--- src/rtl/sdio_pkg.sv ---
// Shared constants, token codes and state encoding for the SDIO 4-bit write-data path.
package sdio_pkg;

  localparam logic [15:0] CRC16_POLY    = 16'h1021;

  localparam logic [2:0]  TOK_ACCEPTED  = 3'b010;
  localparam logic [2:0]  TOK_CRC_ERR   = 3'b101;
  localparam logic [2:0]  TOK_WRITE_ERR = 3'b110;

  localparam int          STATE_W       = 4;
  localparam logic [STATE_W-1:0] ST_IDLE      = 4'd0;
  localparam logic [STATE_W-1:0] ST_PRE       = 4'd1;
  localparam logic [STATE_W-1:0] ST_START     = 4'd2;
  localparam logic [STATE_W-1:0] ST_DATA      = 4'd3;
  localparam logic [STATE_W-1:0] ST_CRC       = 4'd4;
  localparam logic [STATE_W-1:0] ST_END       = 4'd5;
  localparam logic [STATE_W-1:0] ST_STAT_WAIT = 4'd6;
  localparam logic [STATE_W-1:0] ST_STAT      = 4'd7;
  localparam logic [STATE_W-1:0] ST_BUSY      = 4'd8;
  localparam logic [STATE_W-1:0] ST_DONE      = 4'd9;

  typedef enum logic [STATE_W-1:0] {
    S_IDLE      = ST_IDLE,
    S_PRE       = ST_PRE,
    S_START     = ST_START,
    S_DATA      = ST_DATA,
    S_CRC       = ST_CRC,
    S_END       = ST_END,
    S_STAT_WAIT = ST_STAT_WAIT,
    S_STAT      = ST_STAT,
    S_BUSY      = ST_BUSY,
    S_DONE      = ST_DONE
  } tx_state_e;

  function automatic logic [15:0] crc16_step(input logic [15:0] crc, input logic bit_in);
    logic fb;
    fb = bit_in ^ crc[15];
    return {crc[14:0], 1'b0} ^ (fb ? CRC16_POLY : 16'h0000);
  endfunction

endpackage

--- src/rtl/sdio_crc16_lane.sv ---
// Serial CRC16 (x^16+x^12+x^5+1, init 0) for one DAT lane; updates one bit per enabled cycle.
// Feeding bit_in = crc[15] turns the register into a plain left shift for read-out.
module sdio_crc16_lane
  import sdio_pkg::*;
(
  input  logic        clk,
  input  logic        rst,
  input  logic        clr,
  input  logic        en,
  input  logic        bit_in,
  output logic [15:0] crc
);

  logic [15:0] crc_q;

  always_ff @(posedge clk) begin
    if (rst || clr) begin
      crc_q <= '0;
    end else if (en) begin
      crc_q <= crc16_step(crc_q, bit_in);
    end
  end

  assign crc = crc_q;

endmodule

--- src/rtl/sdio_data_tx.sv ---
// Host SDIO 4-bit write transmitter: start bit, nibbles, lane CRC16, end bit, then status token and busy.
// Pins are registered from the next-state decision; a missing byte aborts the block (underrun) instead of stalling.
module sdio_data_tx
  import sdio_pkg::*;
#(
  parameter int STAT_TIMEOUT = 8,
  parameter int BUSY_TIMEOUT = 65535
) (
  input  logic       sd_clk,
  input  logic       rst,
  input  logic       start,
  input  logic [9:0] blk_len,
  input  logic [7:0] in_data,
  input  logic       in_valid,
  output logic       in_ready,
  input  logic [3:0] sd_dat_in,
  output logic [3:0] sd_dat_out,
  output logic       sd_dat_oe,
  output logic       busy,
  output logic       done,
  output logic [2:0] status,
  output logic       status_err,
  output logic       timeout_err,
  output logic       underrun_err
);

  localparam logic [15:0] STAT_LIM = 16'(STAT_TIMEOUT - 1);
  localparam logic [15:0] BUSY_LIM = 16'(BUSY_TIMEOUT - 1);

  tx_state_e   state_q, state_d;
  logic [15:0] cnt_q, cnt_d;
  logic [9:0]  rem_q, rem_d;
  logic        lo_q, lo_d;
  logic [3:0]  hold_q, hold_d;
  logic [3:0]  dat_q, dat_d;
  logic        oe_q, oe_d;
  logic [2:0]  status_q, status_d;
  logic        serr_q, serr_d, terr_q, terr_d, uerr_q, uerr_d;
  logic        crc_clr, crc_en;
  logic [3:0]  crc_bits, crc_msb, unused_crc_lo;
  logic        dat0, unused_dat_hi;

  assign dat0          = sd_dat_in[0];
  assign unused_dat_hi = ^sd_dat_in[3:1];

  for (genvar l = 0; l < 4; l++) begin : g_lane
    logic [15:0] crc;
    sdio_crc16_lane u_lane (
      .clk(sd_clk), .rst(rst), .clr(crc_clr), .en(crc_en), .bit_in(crc_bits[l]), .crc(crc)
    );
    assign crc_msb[l]       = crc[15];
    assign unused_crc_lo[l] = ^crc[14:0];
  end

  always_comb begin
    state_d  = state_q;
    cnt_d    = cnt_q;
    rem_d    = rem_q;
    lo_d     = lo_q;
    hold_d   = hold_q;
    dat_d    = dat_q;
    oe_d     = oe_q;
    status_d = status_q;
    serr_d   = serr_q;
    terr_d   = terr_q;
    uerr_d   = uerr_q;
    crc_clr  = 1'b0;
    crc_en   = 1'b0;
    crc_bits = 4'h0;
    in_ready = 1'b0;
    unique case (state_q)
      S_IDLE: if (start) begin
        state_d  = S_PRE;
        dat_d    = 4'hF;
        oe_d     = 1'b1;
        rem_d    = (blk_len == 10'd0) ? 10'd512 : blk_len;
        status_d = 3'b000;
        serr_d   = 1'b0;
        terr_d   = 1'b0;
        uerr_d   = 1'b0;
      end
      S_PRE: begin
        state_d = S_START;
        dat_d   = 4'h0;
        crc_clr = 1'b1;
      end
      // A byte is taken while its predecessor's low nibble (or the start bit) is on the pins.
      S_START, S_DATA: begin
        if (state_q == S_DATA && !lo_q) begin
          dat_d    = hold_q;
          lo_d     = 1'b1;
          crc_en   = 1'b1;
          crc_bits = hold_q;
        end else if (rem_q != 10'd0) begin
          in_ready = 1'b1;
          if (in_valid) begin
            state_d  = S_DATA;
            dat_d    = in_data[7:4];
            hold_d   = in_data[3:0];
            rem_d    = rem_q - 10'd1;
            lo_d     = 1'b0;
            crc_en   = 1'b1;
            crc_bits = in_data[7:4];
          end else begin
            state_d = S_DONE;
            dat_d   = 4'hF;
            oe_d    = 1'b0;
            uerr_d  = 1'b1;
          end
        end else begin
          state_d  = S_CRC;
          dat_d    = crc_msb;
          crc_en   = 1'b1;
          crc_bits = crc_msb;
          cnt_d    = 16'd0;
        end
      end
      S_CRC: begin
        if (cnt_q == 16'd15) begin
          state_d = S_END;
          dat_d   = 4'hF;
        end else begin
          dat_d    = crc_msb;
          crc_en   = 1'b1;
          crc_bits = crc_msb;
          cnt_d    = cnt_q + 16'd1;
        end
      end
      S_END: begin
        state_d = S_STAT_WAIT;
        oe_d    = 1'b0;
        cnt_d   = 16'd0;
      end
      S_STAT_WAIT: begin
        if (!dat0) begin
          state_d = S_STAT;
          cnt_d   = 16'd0;
        end else if (cnt_q == STAT_LIM) begin
          state_d = S_DONE;
          terr_d  = 1'b1;
        end else begin
          cnt_d = cnt_q + 16'd1;
        end
      end
      S_STAT: begin
        if (cnt_q < 16'd3) begin
          status_d = {status_q[1:0], dat0};
          cnt_d    = cnt_q + 16'd1;
        end else begin
          serr_d  = (status_q != TOK_ACCEPTED) || !dat0;
          state_d = S_BUSY;
          cnt_d   = 16'd0;
        end
      end
      S_BUSY: begin
        if (dat0) begin
          state_d = S_DONE;
        end else if (cnt_q == BUSY_LIM) begin
          state_d = S_DONE;
          terr_d  = 1'b1;
        end else begin
          cnt_d = cnt_q + 16'd1;
        end
      end
      S_DONE:  state_d = S_IDLE;
      default: state_d = S_IDLE;
    endcase
  end

  always_ff @(posedge sd_clk) begin
    if (rst) begin
      state_q  <= S_IDLE;
      cnt_q    <= '0;
      rem_q    <= '0;
      lo_q     <= 1'b0;
      hold_q   <= '0;
      dat_q    <= 4'hF;
      oe_q     <= 1'b0;
      status_q <= '0;
      serr_q   <= 1'b0;
      terr_q   <= 1'b0;
      uerr_q   <= 1'b0;
    end else begin
      state_q  <= state_d;
      cnt_q    <= cnt_d;
      rem_q    <= rem_d;
      lo_q     <= lo_d;
      hold_q   <= hold_d;
      dat_q    <= dat_d;
      oe_q     <= oe_d;
      status_q <= status_d;
      serr_q   <= serr_d;
      terr_q   <= terr_d;
      uerr_q   <= uerr_d;
    end
  end

  assign sd_dat_out   = dat_q;
  assign sd_dat_oe    = oe_q;
  assign busy         = (state_q != S_IDLE);
  assign done         = (state_q == S_DONE);
  assign status       = status_q;
  assign status_err   = serr_q;
  assign timeout_err  = terr_q;
  assign underrun_err = uerr_q;

endmodule

--- config.mk ---
export PLATFORM = sky130hd
export DESIGN_NAME = sdio_data_tx
export DESIGN_NICKNAME = d
export VERILOG_FILES = /design/src/rtl/sdio_pkg.sv /design/src/rtl/sdio_crc16_lane.sv /design/src/rtl/sdio_data_tx.sv
export SDC_FILE = /design/constraint.sdc
export NUM_CORES = 1
export LEC_CHECK = 0
export CAP_MARGIN = 20
export CELL_PAD_IN_SITES_DETAIL_PLACEMENT = 2
export CELL_PAD_IN_SITES_GLOBAL_PLACEMENT = 2
export CORE_UTILIZATION = 33
export CTS_CLUSTER_DIAMETER = 150
export DETAILED_ROUTE_END_ITERATION = 10
export GPL_TIMING_DRIVEN = 0
export PLACE_DENSITY_LB_ADDON = 0.1
export SYNTH_ARGS = -nofsm -noshare
export SYNTH_HDL_FRONTEND = slang
export SYNTH_HIERARCHICAL = 1
export SYNTH_SLANG_ARGS = --single-unit
--- constraint.sdc ---
create_clock -name sd_clk -period 2.8 [get_ports sd_clk]
set_clock_uncertainty 0.15 [all_clocks]
set_input_delay 0.28 -clock sd_clk [delete_from_list [all_inputs] [get_ports sd_clk]]
set_output_delay 0.28 -clock sd_clk [all_outputs]
set_load 0.02 [all_outputs]
==> results by group <==
Synth
  • Synthesis Warnings: 6
  • Syn_area_per_cell: 8.51 um^2
  • Yosys reg bits: 110
  • Ys flop type: dfxtp_1
  • Post-synth EDFFs: 0
  • Fraction of registers with async set/reset: 0%
  • Post-synthesis cell area: 0.00552 mm^2
  • Synthesized instance count: 649
  • Distinct cells, synth: 60
  • Mapped Nets: 678
  • Seq/Total Area, Yosys: 39.9%

Floorplanning
  • FP Rows: 46
  • Num ports: 40
  • Die area: 0.0173 mm^2
  • Die Ht: 131 um
  • Die width: 131 um
  • Core area: 0.0161 mm^2
  • Initial core utilization: 34.3%

Routing
  • Via density: 5.55
  • Remaining antenna violation count: 0
  • First-pass DRT Iterations: 6
  • Residual DRC: 0
  • Total routed wirelength: 17.7 mm
  • Via count: 5125
  • WL/cell: 19.2 um
  • Drt initial violations: 299

Place
  • RD Place Congestion: 0.795
  • PortBufs: 35
  • Dpl hpwl: 12.4 mm
  • Placed instance area: 0.00614 mm^2
  • Placed Cells: 900

Worst setup path
  • Worst EP required: 2.95 ns
  • Crit start category: flop
  • Max FO, Critical Path: 5
  • Worst EP arrival: 2.95 ns
  • Nature of the critical path endpoint: flop
  • Crit path kind: reg2reg

STA
  • Min Hold Slack: 0.328 ns
  • Worst slew pin tran: 0.895 ns
  • Minimum clock period: 2.81 ns
  • Tcrit/Tclk final: 100%
  • Rel. slew slack: 39.8%
  • Final worst slack: -0.00502 ns
  • Final hold violations: 0
  • RSZ-0062 raised after global routing: yes
  • Final setup fails: 2
  • Fmax: 0.357 GHz
  • Slew Limit Fails: 0

Final layout
  • Area Overhead vs Synth: 24.2%
  • Final Cell Area: 0.00686 mm^2
  • ANT cells: 0
  • Finished Layout Cells: 924
  • Most common cell after layout, fill and taps aside: dfxtp_1
  • Fillcell total: 1780
  • Share of layout cells above drive strength 1: 16.7%
  • Nets: 732
  • Most frequent cells in the layout: 107 x dfxtp_1, 104 x nor2_1, 59 x mux2i_1

Global routing
  • Largest net degree at the start of global routing: 21
  • Vias in the first global route: 5485
  • First-pass GRT wire length: 28.5 mm
  • GRT Residual Overflow: 0
  • Initial antenna violation count: 0
  • GRT Overall Usage: 20.6%

Clock tree
  • H-tree Lvls: 3
  • Clock Latency Late Sink: 0.36 ns
  • Hold buffers post-CTS: 0
  • CTS Sinks: 110
  • CTS tree: built
  • Clock slew at reported path FFs: 0.08 ns
  • Longest Clk Path Bufs: 2
  • Root buffer cell: clkbuf_16
  • Cts bufs inserted: 9

Outcome
  • Failing checks: negative setup slack
  • Status: complete, but fails checks

Power
  • Power Total: 0.00703 W
  • Leak pwr: 2.44 nW
  • Pwr per Cell Area: 1020 mW/mm^2
  • Max VDD drop: 396 uV

Hold path
  • Worst Hold Class: reg2reg

Run
  • Max cap viols: 0
## synthesized netlist by cell type, types with 6 or more instances
master,instances,area [um^2]
and3_1,7,43.8
inv_1,7,26.3
a31oi_1,12,75.1
nand2b_1,9,56.3
or4_1,10,75.1
a21oi_1,33,165
a211oi_1,9,67.6
nor2_1,107,402
nand4_1,11,68.8
nand3_1,21,105
nand2_1,25,93.8
mux2i_1,59,591
clkbuf_1,29,109
buf_6,11,124
nor3_1,19,95.1
nand4b_1,8,70.1
or3_1,9,56.3
dfxtp_1,110,2200
nand3b_1,9,67.6
nor4_1,7,43.8
o21bai_1,6,45.0
o21ai_0,49,245
## worst paths after layout
path,start,end,slack [ns],depth (start not counted)
max,rem_q[1],cnt_q[11],-0.005,9
min,rem_q[4],rem_q[4],0.33,2
min reg2reg,rem_q[4],rem_q[4],0.33,2
max reg2reg,rem_q[1],cnt_q[11],-0.005,9
## flip-flops by register name (all words and copies together) (netlist names)
signal and cells:
g_lane.u_lane/crc 64, cnt_q 16, rem_q 10, hold_q 4
sd_dat_out 4, state_q 4, status 3, lo_q 1
sd_dat_oe 1, status_err 1, timeout_err 1, underrun_err 1
## area by class of cell
cell class	count	area (um^2)	share of cell area, %
plain buffers	40	274	3.99
well taps	216	270	3.94
multi-input cells	483	3260	47.6
clock buffers	9	225	3.28
repair buffers	52	483	7.04
inverters	7	26.3	0.383
flip-flops and latches	110	2210	32.1
clock inverters	7	114	1.66
## cell families (layout without fill, tap and decap cells)
family | Yosys count | in the layout | synth area share, %
and+or+nand+nor | 269 | 269 | 25.3
AOI/OAI and AO/OA | 144 | 144 | 16.5
DFF | 110 | 110 | 39.9
muxes | 59 | 59 | 10.7
buffers and inverters | 56 | 115 | 5.66
xor gates and xnor gates | 8 | 8 | 1.27
adders and majority gates | 3 | 3 | 0.680
## through the flow
step	setup slack (ns)	TNS, ns	util (%)
after floorplan	0.00376	0	-
after detailed placement	-0.900	-59.15	38.1
after global placement	-0.774	-51.64	38.1
after global routing	-0.0799	-0.849	42.6
after CTS	-0.0969	-1.06	41.5
final	-0.00502	-0.00895	42.6
## power breakdown
part | total, W | internal [W] | switching, W
clock network | 0.00147 | 0.000808 | 0.000666
logic | 0.00364 | 0.00150 | 0.00214
registers | 0.00192 | 0.00174 | 0.000176
total | 0.00703 | 0.00405 | 0.00298
## metal layers
metal | up-vias | track usage (%) | routed length, um
met5 | - | 0 | 0
met4 | 0 | 6.52 | 253
met3 | 20 | 3.20 | 408
met2 | 63 | 36.0 | 8880
met1 | 2581 | 25.9 | 8200
li1 | 2461 | - | -
## critical path, cell delays in order, from the launching register on
cell	delay, ns
dfxtp_2	0.33
inv_2	0.07
ha_4	0.13
or4b_4	0.49
or3_4	0.45
a2bb2oi_4	0.18
nand4b_4	0.14
buf_6	0.17
or4_4	0.48
a21oi_2	0.14
## timing repair
action / 4_1_cts / 5_1_grt
cloned: 1 / 0
setup endpoints to repair: 88 / 96
resized for setup: 42 / 52
pin swaps: 14 / 13
hold endpoints to repair: 0 / 0
buffers inserted: 10 / 6
(Power assumes the default switching activity.)
